## src/rtl/noc_outport_credit_sched_pkg.sv

```systemverilog
// rtl/noc_outport_credit_sched_pkg.sv - shared flit encodings and scheduler state type
package noc_outport_credit_sched_pkg;

  localparam int FTYPE_W = 2;

  localparam logic [FTYPE_W-1:0] ENC_PAYL = 2'b00;
  localparam logic [FTYPE_W-1:0] ENC_HEAD = 2'b01;
  localparam logic [FTYPE_W-1:0] ENC_TAIL = 2'b10;
  localparam logic [FTYPE_W-1:0] ENC_SING = 2'b11;

  typedef enum logic {
    ST_IDLE   = 1'b0,
    ST_LOCKED = 1'b1
  } sched_state_t;

  function automatic logic opens_packet(input logic [FTYPE_W-1:0] ft);
    return (ft == ENC_HEAD) || (ft == ENC_SING);
  endfunction

endpackage

```

## src/rtl/noc_rr_picker.sv

```systemverilog
// rtl/noc_rr_picker.sv - one-hot priority picker, rotating priority via doubled carry chain
module noc_rr_picker #(
  parameter int N = 4
) (
  input  logic [N-1:0] req,
  input  logic [N-1:0] prio,
  output logic [N-1:0] grant
);

  // The chain is unrolled twice so a carry started at prio can wrap past bit N-1.
  always_comb begin
    logic [2*N-1:0] req2;
    logic [2*N-1:0] prio2;
    logic [2*N:0]   carry;
    logic [2*N-1:0] g;
    req2  = {req, req};
    prio2 = {{N{1'b0}}, prio};
    carry = '0;
    g     = '0;
    for (int i = 0; i < 2*N; i++) begin
      g[i]       = req2[i] & (carry[i] | prio2[i]);
      carry[i+1] = (carry[i] | prio2[i]) & ~req2[i];
    end
    grant = g[N-1:0] | g[2*N-1:N];
  end

endmodule

```

## src/rtl/noc_outport_credit_sched.sv

```systemverilog
// rtl/noc_outport_credit_sched.sv - credit-based per-output packet scheduler (option: NOC_SCHED_RROBIN_EN)
module noc_outport_credit_sched
  import noc_outport_credit_sched_pkg::*;
#(
  parameter int N_IN    = 4,
  parameter int CREDITS = 4,
  parameter int CRED_W  = 3
) (
  input  logic                    clk,
  input  logic                    rst,
  input  logic [N_IN-1:0]         in_valid,
  input  logic [FTYPE_W*N_IN-1:0] in_ftype,
  input  logic [N_IN-1:0]         in_match,
  input  logic                    credit_ret,
  output logic [N_IN-1:0]         select,
  output logic [N_IN-1:0]         in_ack,
  output logic                    out_valid,
  output logic                    shift_ctl,
  output logic [CRED_W-1:0]       credits,
  output logic                    locked,
  output logic                    cred_err
);

  localparam logic [CRED_W-1:0] CRED_FULL = CRED_W'(CREDITS);

  sched_state_t        state, state_nxt;
  logic [N_IN-1:0]     owner, owner_nxt;
  logic [N_IN-1:0]     cand, grant, prio;
  logic [FTYPE_W-1:0]  grant_ftype, owner_ftype;
  logic                can_send;

  always_comb begin
    cand        = '0;
    grant_ftype = '0;
    owner_ftype = '0;
    for (int i = 0; i < N_IN; i++) begin
      cand[i] = in_valid[i] & in_match[i] & opens_packet(in_ftype[FTYPE_W*i +: FTYPE_W]);
      if (grant[i]) grant_ftype = grant_ftype | in_ftype[FTYPE_W*i +: FTYPE_W];
      if (owner[i]) owner_ftype = owner_ftype | in_ftype[FTYPE_W*i +: FTYPE_W];
    end
  end

  noc_rr_picker #(.N(N_IN)) u_picker (
    .req   (cand),
    .prio  (prio),
    .grant (grant)
  );

`ifdef NOC_SCHED_RROBIN_EN
  logic [N_IN-1:0] ptr;

  always_ff @(posedge clk) begin
    if (rst) begin
      ptr <= N_IN'(1);
    end else if (state == ST_IDLE && out_valid) begin
      ptr <= {grant[N_IN-2:0], grant[N_IN-1]};
    end
  end

  assign prio = ptr;
`else
  assign prio = N_IN'(1);
`endif

  assign can_send = (credits != '0);

  always_comb begin
    state_nxt = state;
    owner_nxt = owner;
    select    = '0;
    out_valid = 1'b0;
    shift_ctl = 1'b0;
    case (state)
      ST_IDLE: begin
        if (can_send && (cand != '0)) begin
          select    = grant;
          out_valid = 1'b1;
          shift_ctl = 1'b1;
          if (grant_ftype == ENC_HEAD) begin
            state_nxt = ST_LOCKED;
            owner_nxt = grant;
          end
        end
      end
      ST_LOCKED: begin
        if (((in_valid & owner) != '0) && can_send) begin
          select    = owner;
          out_valid = 1'b1;
          if (owner_ftype == ENC_TAIL) state_nxt = ST_IDLE;
        end
      end
      default: state_nxt = ST_IDLE;
    endcase
  end

  assign in_ack = select;
  assign locked = (state == ST_LOCKED);

  always_ff @(posedge clk) begin
    if (rst) begin
      state <= ST_IDLE;
      owner <= '0;
    end else begin
      state <= state_nxt;
      owner <= owner_nxt;
    end
  end

  // A return with the counter already full and nothing sent would overflow; hold and flag it.
  always_ff @(posedge clk) begin
    if (rst) begin
      credits  <= CRED_FULL;
      cred_err <= 1'b0;
    end else if (credit_ret && !out_valid && credits == CRED_FULL) begin
      cred_err <= 1'b1;
    end else begin
      credits <= credits + {{(CRED_W-1){1'b0}}, credit_ret} - {{(CRED_W-1){1'b0}}, out_valid};
    end
  end

endmodule
```

## config.mk

```make
export PLATFORM = sky130hd
export DESIGN_NAME = noc_outport_credit_sched
export DESIGN_NICKNAME = d
export VERILOG_FILES = /design/src/rtl/noc_outport_credit_sched_pkg.sv /design/src/rtl/noc_rr_picker.sv /design/src/rtl/noc_outport_credit_sched.sv
export SDC_FILE = /design/constraint.sdc
export NUM_CORES = 1
export LEC_CHECK = 0
export BUFFER_PORTS_ARGS = -buffer_cell sky130_fd_sc_hd__buf_4
export CAP_MARGIN = 20
export CORE_MARGIN = 4
export CORE_UTILIZATION = 47
export CTS_BUF_LIST = sky130_fd_sc_hd__clkbuf_8
export DETAILED_ROUTE_END_ITERATION = 8
export GPL_TIMING_DRIVEN = 0
export HOLD_SLACK_MARGIN = 0.06
export MAX_ROUTING_LAYER = met4
export PLACE_DENSITY = 0.81
export SYNTH_ARGS = -nofsm -noshare
export SYNTH_HDL_FRONTEND = slang
export SYNTH_SLANG_ARGS = --single-unit
```

## constraint.sdc

```tcl
create_clock -name clk -period 3.58 [get_ports clk]
set_input_delay 0.358 -clock clk [delete_from_list [all_inputs] [get_ports clk]]
set_output_delay 0.358 -clock clk [all_outputs]
set_load 0.05 [all_outputs]
```

* Word level (Yosys, flattened, before mapping) *
Index checks and enable logic that the tools add are counted.

cells by class
  add/sub/neg operators = 2
  equal/unequal tests = 11
  muxes and demuxes = 20
  bitwise logic cells = 34
  reductions and logical operators = 13

operators with widths
  cell                  number
  $and A1 B1 Y1         21
  $mux W2               8
  $or A2 B2 Y2          6
  $eq A2 B1 Y1 const B  5
  $eq A2 B2 Y1 const B  5
  $mux W4               2
  $pmux W4 S2           1
  $reduce_bool A4 Y1    2
  $mux W1               7
  $not A1 Y1            5
  $and A4 B4 Y4         1
  $logic_and A1 B1 Y1   4
  $logic_or A1 B1 Y1    4
  $or A4 B4 Y4          1
  $pmux W1 S2           2
  $add A3 B1 Y3         1
  $eq A3 B3 Y1 const B  1
  $reduce_and A3 Y1     1
  $reduce_bool A3 Y1    1
  $sub A3 B1 Y3         1
  $logic_not A1 Y1      1

storage, ports and cells
  flip-flop bits (word level) = 9
  bits of input ports = 19
  output and inout bits = 15
  logic and storage cells = 84

* Longest topological paths before layout *
Gate-level depths: netlist of the first run.

  depth after elaboration = 23
  gate-level depth with buffers = 11
  mapped depth without buffers = 11

* Modules after synthesis *
Synthesis of the first run repeated with hierarchy kept, for this count alone.

second synthesis, totals
  cell total of the unflattened synthesis = 95
  area total of the unflattened synthesis = 810.8 µm²

modules (own cells, without submodules)
  module                    times used  cells each  area each (µm²)
  noc_outport_credit_sched  1           78          689.4
  noc_rr_picker             1           17          121.4

* Least setup slack after synthesis of the first run *
OpenSTA, ideal clock, no wires.

  kind = register to register
  start = reg credits[2]
  end = reg credits[2]
  library setup time = 0.127 ns
  data arrival time = 3.706 ns
  data required time = 3.453 ns
  path slack = -0.253 ns
  cell stages (with the launch flop) = 12
  buffers on the path = 0
  cells stage by stage = dfxtp_1 > nor3_2 > or2_2 > a21oi_1 > or2_2 > ha_1 > inv_1 > ha_1 > fa_1 > xnor2_1 > xnor2_1 > or3_1

between the ends
  cells in the longest elaborated chain, start to end = 7
  elaborated cells between the ends (all ways) = 12

RTL lines
  what                                                   RTL line                                                        source
  start: declaration                                     noc_outport_credit_sched.sv:19                                  output logic [CRED_W-1:0] credits,
  start signal: assignment                               noc_outport_credit_sched.sv:117                                 credits <= credits + {{(CRED_W-1){1'b0}}, credit_ret} - {{(CRED_W-1){1'b0}}, out_valid};
  $reduce_bool A3 Y1 *                                   noc_outport_credit_sched.sv:65                                  assign can_send = (credits != '0);
  $logic_and A1 B1 Y1, on equally long branches          noc_outport_credit_sched.sv:86, noc_outport_credit_sched.sv:75
  $mux W1, on equally long branches                      noc_outport_credit_sched.sv:86, noc_outport_credit_sched.sv:75
  $pmux W1 S2 *                                          noc_outport_credit_sched.sv:73                                  case (state)
  net out_valid                                          noc_outport_credit_sched.sv:17                                  output logic out_valid,
  branches (longest 3 deep; another with $sub A3 B1 Y3)  n/a

Mark *: on every way through the listed nets, which the timed path passes.
A chain may end at the register's enable or synchronous reset.

* Final worst setup path of the first run *
  start = reg credits[1]
  end = reg credits[2]

between the ends
  cells in the longest elaborated chain, start to end = 7
  elaborated cells between the ends (all ways) = 12

RTL lines
  what
  branches (longest 7 deep; another with $sub A3 B1 Y3)

Several ways; the timed one is not identified.

==> results, run 1 <==
- The run finished with clean final reports.
- The half-perimeter wire length after placement is around 1600 microns.
- The worst register-to-register path begins at credits[1]$_SDFFE_PP0N_.
- The via count of the first global-routing pass was ~680.
- When the netlist entered floorplanning its net count stood at just over 100.
- The first TritonRoute pass finished after 4 iterations.
- The number of gates resized after cts is 0.
- Max-cap violations in this run came to 0.
- Together, buffers and inverters on the worst path number 1.
- The type of the worst setup path is flip-flop to flip-flop.
- The root buffer cell is sky130_fd_sc_hd__clkbuf_8.
- The number of antenna violations at the first check in global routing was 0.
- The capture endpoint of the worst hold path is owner[1]$_SDFFE_PP0P_.
- The first global-routing pass estimated about 3200 microns of wire.
- The final critical path time including I/O delays and setup is ~2.8 ns.
- The depth of the worst register-to-register path is 11.
- The count of pins over their slew limit is 0.
- The post-detailed-placement cell area is a little under 1000 sq um.
- Setup repair after global routing left no endpoint under its margin.
- The arrival time at the worst endpoint is 2.92 ns.
- After filler insertion, the fill cell instance count of the layout stands at 103.
- The total track usage is 21.3%.
- The H-tree depth reported by CTS is 1.
- Clock tree synthesis found a total of 9 sinks.
- At the pin with the least slew margin, the transition time is approximately 0.69 ns.
- Clock tree synthesis inserted a total of 3 buffers.
- The endpoint identified for the worst register-to-register timing path is credits[2]$_SDFFE_PP1N_.
- During synthesis, Yosys emitted a total of 0 warnings.
- Post-CTS timing repair inserted 0 buffers for setup.
- The count of input and output buffers is 33.
- The worst hold path begins at rst.
- After synthesis, flip-flops and latches occupy about a quarter of the total area.
- Counting distinct cell types in the post-synthesis netlist gives 38.
- Measured against its own limit, the worst slew margin works out to 53.9%.
- The kind of cell adding the most delay to the critical path is simple AND/OR/NAND/NOR gates.
- The leakage power of the design is around 0.48 nW.
- The die covers 2220 sq um.
- After floorplanning, the core was sized to cover about 1400 sq um.
- In the routed design, unresolved DRC markers number 0.
- The largest net degree at the start of global routing is 11.
- Setup violations remaining at the end of the flow were counted as 0.
- TritonCTS built the clock tree.
- The aggregate routed wire length is 2040 microns.
- The register clock-pin slew on the reported worst setup and hold paths is around 0.040 ns.
- The weighted congestion reported at the end of routability-driven placement is approximately 0.84.
- The synthesized design contains 0 enable-type register cells.
- The number of hold buffers added after CTS is 0.
- The flop-to-flop setup slack is between 0.7 and 0.8 ns.
- The initial core utilization is a little over half.
- The maximum fanout along the worst path is 4.
- After global routing the overflow that remains totals 0.
- The row count is 13.
- The area of all placed cells without fillers is 1030 sq um.
- The routed layout has 738 vias.
- Among all stages on the critical path, the largest delay is contributed by sky130_fd_sc_hd__fa_1.
- Ranked by total cell area, the synthesized netlist is headed by sky130_fd_sc_hd__dfxtp_1 (25%), sky130_fd_sc_hd__mux2_1 (4.7%), sky130_fd_sc_hd__a22oi_1 (4.2%), sky130_fd_sc_hd__buf_4 (4.2%), sky130_fd_sc_hd__a221oi_4 (3.7%).
- In the routed layout, each cell is associated on average with a via count of 5.59.
- The largest single stage delay on the critical path is 0.39 ns.
- In the synthesized netlist the async set-or-reset flop fraction comes to 0%.
- The repair_antennas step left the layout with diodes totalling 0.
- The path class of the tightest hold or removal check is input port to flip-flop.
- The post-synthesis instance total is 80.
- The cell area after technology mapping is 718 sq um.
- The x dimension of the die is between 40 and 50 microns.
- In the synthesized netlist the dominant register cell turns out to be sky130_fd_sc_hd__dfxtp_1.
- The average instance in the mapped netlist occupies between 8 and 9 sq um.
- The sum of negative setup slack is 0 ns.
- The endpoint kind of the worst setup timing path is a flip-flop.
- In this run, synthesis produced a sequential element count of 9.
- STA puts the critical path data required time at ~3.7 ns.
- The portion of the clock cycle consumed by the worst path in the final layout is around four fifths.
- Power spread over the standard cell area amounts to roughly 580 nW/um^2.
- The fraction of final layout cells with drive strength greater than 1 is about 44%.
- The worst hold path cell count is 3.
- The most repeated cell in the gate-level netlist after synthesis is sky130_fd_sc_hd__dfxtp_1.
- The top cell type by total area after synthesis is sky130_fd_sc_hd__dfxtp_1.
- The category of the worst setup path launch point is a flip-flop.
- The detail route stage leaves a number of antenna-violating nets equal to 0.
- Sorting the synthesized cells by how often they occur yields sky130_fd_sc_hd__dfxtp_1 (9), sky130_fd_sc_hd__inv_1 (6), sky130_fd_sc_hd__a22oi_1 (4), sky130_fd_sc_hd__buf_4 (4), sky130_fd_sc_hd__nand2_1 (4).
- The routed length per placed instance is 15.4 microns.
- The area growth from synthesis to layout is 43.9%.
- The total power is between 600 and 700 uW.
- At the end of the flow, the number of nets in the layout was 140.
- Hold timing on the final database bottoms out at a slack of approximately 0.50 ns.
- The maximum ir drop on the vdd rail is 0.383 mV.
- The critical path goes through nor3_2 > or2_2 > a21oi_2 > or2_2 > ha_1 > inv_1 > ha_1 > fa_1 > xnor2_1 > xnor2_1 > or3_1.
- The final hold violation count is 0.
- Summed over its instances, the top area cell type makes up between 20% and 30% of the synthesized netlist area.
- At the later pin of the worst-skew pair, clock insertion delay measures roughly 0.23 ns.
- The first routing iteration left 31 violations.
- The worst-case clock buffer depth is 2.
- The maximum clock skew at final layout is between 0.0015 and 0.002 ns.
- For this run, the top clock speed supported by timing is 0.356 GHz.
- The vertical die dimension is about 47 microns.
- In this run the count of I/O pins placed on the die edge is 34.
## tightest hold or removal path, stage by stage
cell and delay [ns]:
sky130_fd_sc_hd__buf_4 0.13, sky130_fd_sc_hd__nor2b_1 0.09, sky130_fd_sc_hd__mux2_1 0.12
## state kept, by name (all words and copies together) (netlist names)
name	flops
owner	4
cred_err	1
locked	1
credits	3
## power breakdown
part | internal (mW) | total, mW | switching (mW)
sequential | 0.122 | 0.143 | 0.0215
clock | 0.0744 | 0.112 | 0.0377
combinational | 0.133 | 0.349 | 0.216
## final cells by class
cell class	count	area, sq um	share of cell area, %
multi-input cells	60	485	47.0
repair buffers	33	248	24.0
flip-flops and latches	9	180	17.4
clock buffers	3	41.3	4.00
plain buffers	5	33.8	3.27
inverters	6	22.5	2.18
well taps	15	18.8	1.82
clock inverters	1	3.75	0.363
## per-stage QoR
step,setup slack [ns],std cells,util (%)
6_report,0.769,132,75.6
3_3_place_gp,0.687,128,72.3
2_1_floorplan,0.102,80,-
4_1_cts,0.764,132,75.6
5_1_grt,0.574,132,75.6
3_5_place_dp,0.663,128,72.3
## cell families (layout without fill, tap and decap cells)
| logic type | Yosys count | after routing | share of synthesized area [%] |
|---|---|---|---|
| AO/OA/AOI/OAI | 19 | 19 | 24.9 |
| XOR/XNOR | 2 | 2 | 2.44 |
| adder cells (fa/ha/maj) | 3 | 3 | 6.27 |
| buffers and inverters | 11 | 48 | 7.84 |
| flip-flops | 9 | 9 | 25.1 |
| multiplexers | 4 | 4 | 6.10 |
| AND/OR/NAND/NOR | 32 | 32 | 27.4 |
## layout by cell type, fill, tap and decap left out
cell	synthesis	layout
sky130_fd_sc_hd__a211oi_1	1	1
sky130_fd_sc_hd__a211oi_2	1	1
sky130_fd_sc_hd__a21oi_1	2	1
sky130_fd_sc_hd__a21oi_2	0	1
sky130_fd_sc_hd__a221oi_1	1	1
sky130_fd_sc_hd__a221oi_4	1	1
sky130_fd_sc_hd__a22o_1	1	1
sky130_fd_sc_hd__a22oi_1	4	4
sky130_fd_sc_hd__a31oi_1	1	1
sky130_fd_sc_hd__a32o_1	2	2
sky130_fd_sc_hd__and3_1	2	2
sky130_fd_sc_hd__and3_2	1	1
sky130_fd_sc_hd__and3_4	1	1
sky130_fd_sc_hd__buf_4	4	37
sky130_fd_sc_hd__clkbuf_1	1	1
sky130_fd_sc_hd__clkbuf_8	0	3
sky130_fd_sc_hd__dfxtp_1	9	9
sky130_fd_sc_hd__fa_1	1	1
sky130_fd_sc_hd__ha_1	2	2
sky130_fd_sc_hd__inv_1	6	7
sky130_fd_sc_hd__mux2_1	3	3
sky130_fd_sc_hd__mux2i_1	1	1
sky130_fd_sc_hd__nand2_1	4	4
sky130_fd_sc_hd__nand2b_1	3	3
sky130_fd_sc_hd__nand3_1	3	3
sky130_fd_sc_hd__nand3_2	1	1
sky130_fd_sc_hd__nand3b_1	1	1
sky130_fd_sc_hd__nand4_1	3	3
sky130_fd_sc_hd__nor2_1	2	2
sky130_fd_sc_hd__nor2b_1	3	3
sky130_fd_sc_hd__nor3_1	2	2
sky130_fd_sc_hd__nor3_2	1	1
sky130_fd_sc_hd__nor3b_1	2	2
sky130_fd_sc_hd__o21ai_0	1	1
sky130_fd_sc_hd__o21ba_2	2	2
sky130_fd_sc_hd__o311ai_2	1	1
sky130_fd_sc_hd__o31ai_1	1	1
sky130_fd_sc_hd__or2_2	2	2
sky130_fd_sc_hd__or3_1	1	1
sky130_fd_sc_hd__xnor2_1	2	2
## worst max path at each step
stage                             from                      end  cells past startpoint
2_1_floorplan  credits[2]$_SDFFE_PP1N_  credits[2]$_SDFFE_PP1N_                     11
3_3_place_gp               in_valid[2]  credits[2]$_SDFFE_PP1N_                     12
3_5_place_dp               in_valid[2]  credits[2]$_SDFFE_PP1N_                     12
4_1_cts        credits[1]$_SDFFE_PP0N_  credits[2]$_SDFFE_PP1N_                     11
5_1_grt        credits[0]$_SDFFE_PP0N_  credits[2]$_SDFFE_PP1N_                     11
6_report       credits[1]$_SDFFE_PP0N_  credits[2]$_SDFFE_PP1N_                     11
## routing by layer
| layer | share of wire (%) | GRT usage [%] | vias up |
|---|---|---|---|
| met4 | 0 | 3.31 | 0 |
| li1 | - | - | 370 |
| met2 | 50 | 33.9 | 31 |
| met5 | 0 | - | - |
| met1 | 43 | 28.0 | 337 |
| met3 | 7.3 | 4.60 | 0 |
Note: power is estimated with default switching activity, not from simulation.
==> inputs of run 2 (changes only) <==
--- a/config.mk
+++ b/config.mk
@@ -5,10 +5,11 @@
 export SDC_FILE = /design/constraint.sdc
 export NUM_CORES = 1
 export LEC_CHECK = 0
+export ABC_AREA = 1
 export BUFFER_PORTS_ARGS = -buffer_cell sky130_fd_sc_hd__buf_4
 export CAP_MARGIN = 20
 export CORE_MARGIN = 4
-export CORE_UTILIZATION = 47
+export CORE_UTILIZATION = 48
 export CTS_BUF_LIST = sky130_fd_sc_hd__clkbuf_8
 export DETAILED_ROUTE_END_ITERATION = 8
 export GPL_TIMING_DRIVEN = 0
==> constraint.sdc (replaced) <==
create_clock -name clk -period 2.7 [get_ports clk]
set_input_delay 0.27 -clock clk [delete_from_list [all_inputs] [get_ports clk]]
set_output_delay 0.27 -clock clk [all_outputs]
set_load 0.05 [all_outputs]
==> run 2 against run 1 <==
Against the previous run: flip-flop and latch count unchanged; sequential share of layout area decreased by 0.44 points; via count increased by 15%; worst hold slack got worse by 0.30 ns; power increased by 61%; sequential power increased by 55%; area after synthesis increased by 7.3%; critical path type unchanged; synthesized cell count increased by 48%; final cell count increased by 30%; critical endpoint unchanged; utilization decreased by 3.3 points; maximum frequency increased by 25%; count of clock-buffer cells in the layout unchanged.
==> results, run 2 <==
- The clock network fraction of design power is 16.4% (-2.1 points).
- The internal power contribution is 490 uW (+49%).
- In the synthesized netlist the dominant register cell turns out to be sky130_fd_sc_hd__dfxtp_1.
- The arrival time at the worst endpoint is 2.35 ns (-0.57 ns).
- The startpoint identified for the worst register-to-register timing path is owner[0]$_SDFFE_PP0P_.
- The worst hold path belongs to the class input port to flip-flop.
- The routed length per placed instance is 11.5 microns (-25%).
- The maximum ir drop on the vdd rail was 0.708 mV (+85%).
- The headroom to the max-slew limit is 84.7% (+31 points).
- The power density over the cells came to 891 nW/um^2 (+52%).
- The cell area after technology mapping is 771 sq um (+7.3%).
- The latest clock arrival within the worst-skew pair is 0.24 ns (about the same).
- The x dimension of the die was 48.1 microns (+2.1%).
- The weighted congestion reported at the end of routability-driven placement is 0.871 (+4.0%).
- In the final layout, the registers with the most flip-flops are owner (4), credits (3).
- The sum of negative setup slack was 0 ns (unchanged).
- The count of clock tree sinks was 9 (unchanged).
- The number of nets still failing antenna checks after routing was 0 (unchanged).
- The post-place setup slack was 0.340 ns (-0.322 ns).
- The final critical path time including I/O delays and setup is 2.25 ns (-0.563 ns).
- The most common cell after layout, fill and taps aside is sky130_fd_sc_hd__buf_4.
- The peak clock frequency supported by timing came to 0.445 GHz (+25%).
- The number of synthesized flops with an enable pin is 0 (unchanged).
- The vertical die dimension is 48.1 microns (+2.1%).
- The post-synthesis instance total is 118 (+48%).
- In the synthesized netlist, the cells that appear most often are sky130_fd_sc_hd__nand2_1 (26), sky130_fd_sc_hd__inv_1 (16), sky130_fd_sc_hd__nor2_1 (15).
- By area the synthesized netlist is led by sky130_fd_sc_hd__dfxtp_1 (23%), sky130_fd_sc_hd__nand2_1 (13%), sky130_fd_sc_hd__nand3_1 (7.8%), sky130_fd_sc_hd__inv_1 (7.8%), sky130_fd_sc_hd__nor2_1 (7.3%).
- The number of warnings printed during yosys synthesis is 0 (unchanged).
- The cell type with the highest occurrence count on the critical path is sky130_fd_sc_hd__nand2_1.
- The total congestion overflow after global routing is 0 (unchanged).
- The fraction of power consumed by sequential logic is 22.9% (-0.8 points).
- The number of top-level pins came to 34 (unchanged).
- The initial core utilization was 51.2% (-1.4 points).
- owner holds more flip-flops than any other register.
- The sequential-to-total area share from yosys stat is 23.4% (-1.7 points).
- Tracing the worst setup path back leads to its startpoint at owner[0]$_SDFFE_PP0P_.
- The proportion of netlist area held by the largest area contributor came to 23.4% (-1.7 points).
- The minimum hold slack is 0.194 ns (-0.305 ns).
- The final hold violation count is 0 (unchanged).
- The layout-stage area growth over the synthesis result is 41.4%.
- The signal on the critical path passes through nand2_1 > o21ai_1 > nor2_1 > nor2_2 > nand2_1 > nand2_1 > ha_1 > inv_1 > ha_1 > fa_1 > inv_1 > or2_2 > nand4_1.
- The number of nets in the final layout is 178 (+27%).
- The number of hold buffers added after CTS is 0 (unchanged).
- The via-per-instance ratio is 4.98 (-11%).
- The post-synthesis net count came to 140 (+37%).
- The post-synthesis async set-or-reset flop share was 0% (unchanged).
- Setup repair after global routing left no endpoint under its margin.
- The source of the worst hold timing path is rst.
- The cell sitting at the root of the clock tree is a sky130_fd_sc_hd__clkbuf_8.
- The via count of the first global-routing pass was 717 (+5.3%).
- The die outline area came to 2310 sq um (+4.2%).
- The synthesized flop and latch total is 9 (unchanged).
- The number of flip-flops under the largest register name is 4 (unchanged).
- The maximum fanout along the worst path came to 5 (+1).
- The post-route worst setup slack is 0.452 ns (-0.317 ns).
- The standard cell with the maximum stage delay on the critical path is sky130_fd_sc_hd__dfxtp_1.
- The worst setup path is launched from a flip-flop.
- The number of gates resized after cts is 0 (unchanged).
- The final-report setup violation count is 0 (unchanged).
- The CTS tree is yes.
- The placeable core region was 1510 sq um (+10%).
- The max capacitance violation total was 0 (unchanged).
- The residual DRC count is 0 (unchanged).
- The proportion of total power due to net switching was 49.5% (+3.9 points).
- The total track usage is 19.3% (-2.0 points).
- The maximum clock skew at final layout was 0.00169 ns (-0.000235 ns).
- The H-tree depth reported by CTS is 1 (unchanged).
- The number of unique standard cell types used by synthesis is 25 (-34%).
- The worst-case clock buffer depth is 2 (unchanged).
- The fraction of final layout cells with drive strength greater than 1 is 38.7% (-5.7 points).
- The via total after detailed routing is 852 (+15%).
- The top cell type by total area after synthesis is sky130_fd_sc_hd__dfxtp_1.
- The count of antenna diodes in the layout is 0 (unchanged).
- The total power is 971 uW (+61%).
- The number of antenna violations at the first check in global routing came to 0 (unchanged).
- The row count came to 14 (+1).
- The aggregate routed wire length was 1970 microns (-3.5%).
- The type of the worst setup path is flip-flop to flip-flop.
- The number of clock buffers inserted by TritonCTS is 3 (unchanged).
- The first-pass detailed-route iteration total came to 4 (unchanged).
- The leakage power of the design is 0.580 nW (+20%).
- The delay of the slowest critical-path stage is 0.36 ns (-0.03 ns).
- The portion of the clock cycle consumed by the worst path in the final layout came to 83.2% (+4.7 points).
- The final standard cell utilization of the core is 72.3% (-3.3 points).
- The average cell area after synthesis is 6.53 sq um (-27%).
- The largest net degree at the start of global routing came to 9 (-2).
- The relative contribution of combinational cells to total power is 60.7% (+2.9 points).
- In the layout the commonest cells are sky130_fd_sc_hd__buf_4 (37), sky130_fd_sc_hd__nand2_1 (26), sky130_fd_sc_hd__inv_1 (16).
- The required time of the critical path is 2.81 ns (-0.88 ns).
- The count of buffers added by post-CTS timing repair for setup is 0 (unchanged).
- The flow ran to the end, and the final reports show no timing, DRC or antenna violations.
- The count of input and output buffers was 33 (unchanged).
- The register clock-pin slew on the reported worst setup and hold paths is 0.05 ns (about the same).
- The switching component of the power came to 481 uW (+74%).
- The transition at the pin with the smallest max-transition slack is 0.227 ns (-0.461 ns).
- The DRC marker count from the first detailed-route iteration is 12 (-61%).
- The endpoint kind of the worst setup timing path is a flip-flop.
- Among all cell types in the netlist, the one instantiated most often is sky130_fd_sc_hd__nand2_1.
- The global-route wire length before repair is 3010 microns (-5.8%).
- The half-perimeter wire length after placement is 1660 microns (+1.5%).
- The count of pins over their slew limit was 0 (unchanged).
==> run 2: cells by family after synthesis <==
| family | share of synthesized area [%] |
|---|---|
| DFF | 23.4 |
| adders and majority gates | 5.84 |
| xor gates and xnor gates | 1.14 |
| and+or+nand+nor | 50.8 |
| buffers and inverters | 12.7 |
| AOI/OAI and AO/OA | 6.17 |
==> run 2: per-stage QoR <==
step / instances / area (sq um)
2_1_floorplan: 118 / 776
6_report: 171 / 1090
5_1_grt: 171 / 1090
3_3_place_gp: 167 / 1040
4_1_cts: 171 / 1090
3_5_place_dp: 167 / 1040
==> run 2: worst paths after layout <==
path,slack [ns],endpoint,cells after the start
worst max-delay path,0.45,credits[2]$_SDFFE_PP1N_,13
worst min-delay path,0.19,locked$_SDFF_PP0_,2
worst max register to register,0.45,credits[2]$_SDFFE_PP1N_,13
worst min register to register,0.45,cred_err$_SDFFE_PP0P_,2
==> run 2: critical path, delay by kind of cell (launching register included) <==
kind	cells	cell delay (ns)
adder cells (fa/ha/maj)	3	0.83
AND/OR/NAND/NOR	7	0.74
AO/OA/AOI/OAI	1	0.06
flip-flops	1	0.36
buffers and inverters	2	0.12
==> run 2: area by class of cell <==
type / instances / area (sq um)
clock inverters: 1 / 5.00
plain buffers: 4 / 30.0
inverters: 18 / 67.6
fillers: 127 / 417
well taps: 16 / 20.0
multi-input cells: 87 / 493
flip-flops and latches: 9 / 185
clock buffers: 3 / 41.3
repair buffers: 33 / 248
==> run 2: power by group through the flow <==
stage	Clock, mW	Combinational [mW]	Sequential (mW)
final	0.159	0.589	0.222
after global routing	0.169	0.646	0.227
after CTS	0.161	0.595	0.221
after detailed placement	0	0.592	0.223
after global placement	0	0.580	0.221
after floorplan	0	0.347	0.307
==> run 2: per-layer routing <==
layer	vias to the layer above	GRT usage (%)	wire length, microns
li1	455	-	-
met4	0	6.45	19
met3	4	4.89	159
met1	368	25.6	886
met5	-	-	0
met2	25	28.2	900
==> inputs of run 3 (changes only) <==
==> constraint.sdc (replaced) <==
create_clock -name clk -period 2.1 [get_ports clk]
set_input_delay 0.21 -clock clk [delete_from_list [all_inputs] [get_ports clk]]
set_output_delay 0.21 -clock clk [all_outputs]
set_load 0.05 [all_outputs]
==> run 3 against run 2 <==
Against the previous run: via count grew 15%; non-clock buffer count grew 6; critical path depth shrank 1; sequential share of layout area shrank 0.87 points; utilization grew 11 points; register-to-register slack lost 0.39 ns; design area grew 15%; global-route usage grew 2.5 points.
==> results, run 3 (synthesized netlist as in run 2, its figures left out) <==
- The endpoint kind of the worst setup timing path is a flip-flop.
- The worst-case clock buffer depth is 2 (unchanged).
- The number of placed instances, taps included is 167 (unchanged).
- The number of antenna violations at the first check in global routing is 0 (unchanged).
- The count of clock tree sinks was 9 (unchanged).
- The transition at the pin with the smallest max-transition slack is 0.229 ns (+0.00169 ns).
- The number of hold buffers added after CTS came to 0 (unchanged).
- In the layout the commonest cells are sky130_fd_sc_hd__buf_4 (43), sky130_fd_sc_hd__nand2_1 (23), sky130_fd_sc_hd__nor2_1 (14).
- The signal on the critical path passes through inv_4 > nand3b_4 > inv_1 > nor2_2 > nand2_4 > nand2_8 > ha_4 > inv_2 > ha_4 > fa_2 > nand3_2 > inv_2.
- The post-route worst setup slack was 0.0632 ns (-0.389 ns).
- The initial core utilization was 51.2% (unchanged).
- The area of all placed cells without fillers was 1260 sq um (+15%).
- The final critical path time including I/O delays and setup is 2.04 ns (-0.211 ns).
- The type of the tightest min-delay check is input port to flip-flop.
- The required time of the critical path is 2.27 ns (-0.54 ns).
- The maximum clock skew at final layout is 0.00327 ns (+0.00158 ns).
- The via total after detailed routing is 977 (+15%).
- The H-tree depth reported by CTS was 1 (unchanged).
- The flow ran to the end, and the final reports show no timing, DRC or antenna violations.
- The via count of the first global-routing pass is 867 (+21%).
- The aggregate routed wire length is 2440 microns (+24%).
- The via-per-instance ratio came to 5.52 (+11%).
- The minimum hold slack is 0.153 ns (-0.0404 ns).
- The final-report setup violation count came to 0 (unchanged).
- The latest clock arrival within the worst-skew pair is 0.23 ns (about the same).
- The die outline area is 2310 sq um (unchanged).
- On the critical path, the stage with the largest delay is an instance of sky130_fd_sc_hd__fa_2.
- The count of input and output buffers came to 33 (unchanged).
- The largest net degree at the start of global routing is 9 (unchanged).
- The first-pass detailed-route iteration total came to 4 (unchanged).
- The post-detailed-placement cell area came to 1130 sq um (+8.5%).
- The headroom to the max-slew limit is 84.7% (about the same).
- The total congestion overflow after global routing was 0 (unchanged).
- The vertical die dimension came to 48.1 microns (unchanged).
- The total power is 1.48 mW (+53%).
- The number of nets still failing antenna checks after routing is 0 (unchanged).
- The final hold violation count is 0 (unchanged).
- The count of antenna diodes in the layout is 0 (unchanged).
- The maximum ir drop on the vdd rail is 0.877 mV (+24%).
- The layout filler cell count came to 99 (-22%).
- The row count is 14 (unchanged).
- The fraction of final layout cells with drive strength greater than 1 is 54.7% (+16 points).
- The power density over the cells is 1180 nW/um^2 (+32%).
- The total area of multi-input combinational cells is 589 sq um (+20%).
- In the final layout, the registers with the most flip-flops are owner (4), credits (3).
- The category of the worst setup path launch point is a flip-flop.
- The delay of the slowest critical-path stage was 0.59 ns (+0.23 ns).
- Counting flops per register, the top entry is owner.
- The number of flip-flops under the largest register name was 4 (unchanged).
- The residual DRC count is 0 (unchanged).
- The number of nets in the final layout is 184 (+3.4%).
- The x dimension of the die is 48.1 microns (unchanged).
- The worst setup path is of the flip-flop to flip-flop kind.
- The number of clock buffers inserted by TritonCTS came to 3 (unchanged).
- The most common cell after layout, fill and taps aside is sky130_fd_sc_hd__buf_4.
- The weighted congestion reported at the end of routability-driven placement is 0.877 (+0.69%).
- The portion of the clock cycle consumed by the worst path in the final layout came to 97.0% (+14 points).
- The post-place setup slack is -0.0768 ns (-0.417 ns).
- The total track usage was 21.8% (+2.5 points).
- The area of all sequential standard cells is 203 sq um (+9.5%).
- The peak clock frequency supported by timing is 0.491 GHz (+10%).
- The half-perimeter wire length after placement came to 1840 microns (+11%).
- The arrival time at the worst endpoint is 2.21 ns (-0.14 ns).
- The number of top-level pins is 34 (unchanged).
- The DRC marker count from the first detailed-route iteration came to 36 (+24).
- The max capacitance violation total is 0 (unchanged).
- The root buffer cell is sky130_fd_sc_hd__clkbuf_8.
- The routed length per placed instance is 13.8 microns (+20%).
- The final cell count without fillers is 177 (+3.5%).
- From synthesis to final layout, the design area changed by 63.1%.
- The CTS tree is yes.
- The register clock-pin slew on the reported worst setup and hold paths came to 0.04 ns (about the same).
- The count of pins over their slew limit came to 0 (unchanged).
- The leakage power of the design is 0.640 nW (+10%).
- The maximum fanout along the worst path came to 4 (-1).
- The global-route wire length before repair is 3420 microns (+14%).
- The placeable core region is 1510 sq um (unchanged).
-- run 3: cell types whose count changed in the layout (fill, tap and decap cells not counted), moves of 4 or more --
cell / previous run / this run
sky130_fd_sc_hd__buf_4: 37 / 43
sky130_fd_sc_hd__dfxtp_4: 0 / 5
sky130_fd_sc_hd__inv_1: 16 / 11
sky130_fd_sc_hd__dfxtp_1: 5 / 1
-- run 3: report_power, final --
part	total [mW]	internal, mW	switching (mW)
combinational	0.979	0.386	0.593
sequential	0.313	0.245	0.0680
clock	0.190	0.127	0.0630
-- run 3: layout make-up --
cell class                      count  area share, %
Clock buffer                        3           3.28
Sequential cell                     9           16.1
Tap cell                           16           1.59
Buffer                              4           2.39
Clock inverter                      1          0.299
Timing Repair Buffer               39           23.3
Inverter                           18           6.17
Multi-Input combinational cell     87           46.9
-- run 3: through the flow --
stage	utilization [%]	TNS, ns
finish	83.5	0
global route	83.5	-0.0145
CTS	79.0	0
detailed placement	75.2	-0.130
global placement	75.2	-0.0331
floorplan	-	-0.0727
-- run 3: final timing paths --
| kind | start | cells past startpoint | slack (ns) | endpoint |
|---|---|---|---|---|
| max | credits[1]$_SDFFE_PP0N_ | 12 | 0.06 | credits[1]$_SDFFE_PP0N_ |
| min | rst | 2 | 0.15 | locked$_SDFF_PP0_ |
| max reg2reg | credits[1]$_SDFFE_PP0N_ | 12 | 0.06 | credits[1]$_SDFFE_PP0N_ |
| min reg2reg | cred_err$_SDFFE_PP0P_ | 2 | 0.45 | cred_err$_SDFFE_PP0P_ |
-- run 3: critical path: cells and delay by family, from the launching register on --
family | cells | cell delay (ns)
DFF | 1 | 0.36
and+or+nand+nor | 5 | 0.39
adders and majority gates | 3 | 0.99
buffers and inverters | 4 | 0.24
-- run 3: repair_timing --
item	4_1_cts	5_1_grt
gates resized for setup	1	16
buffers inserted	1	5
endpoints found under the setup margin	2	2
pin swaps	1	5
gates cloned	0	0
-- run 3: metal layers --
layer | up-vias | wire (microns) | global-route usage, %
met5 | - | 0 | -
met4 | 0 | 54 | 8.60
met3 | 9 | 200 | 4.89
met2 | 47 | 1230 | 36.1
met1 | 451 | 955 | 25.2
li1 | 470 | - | -
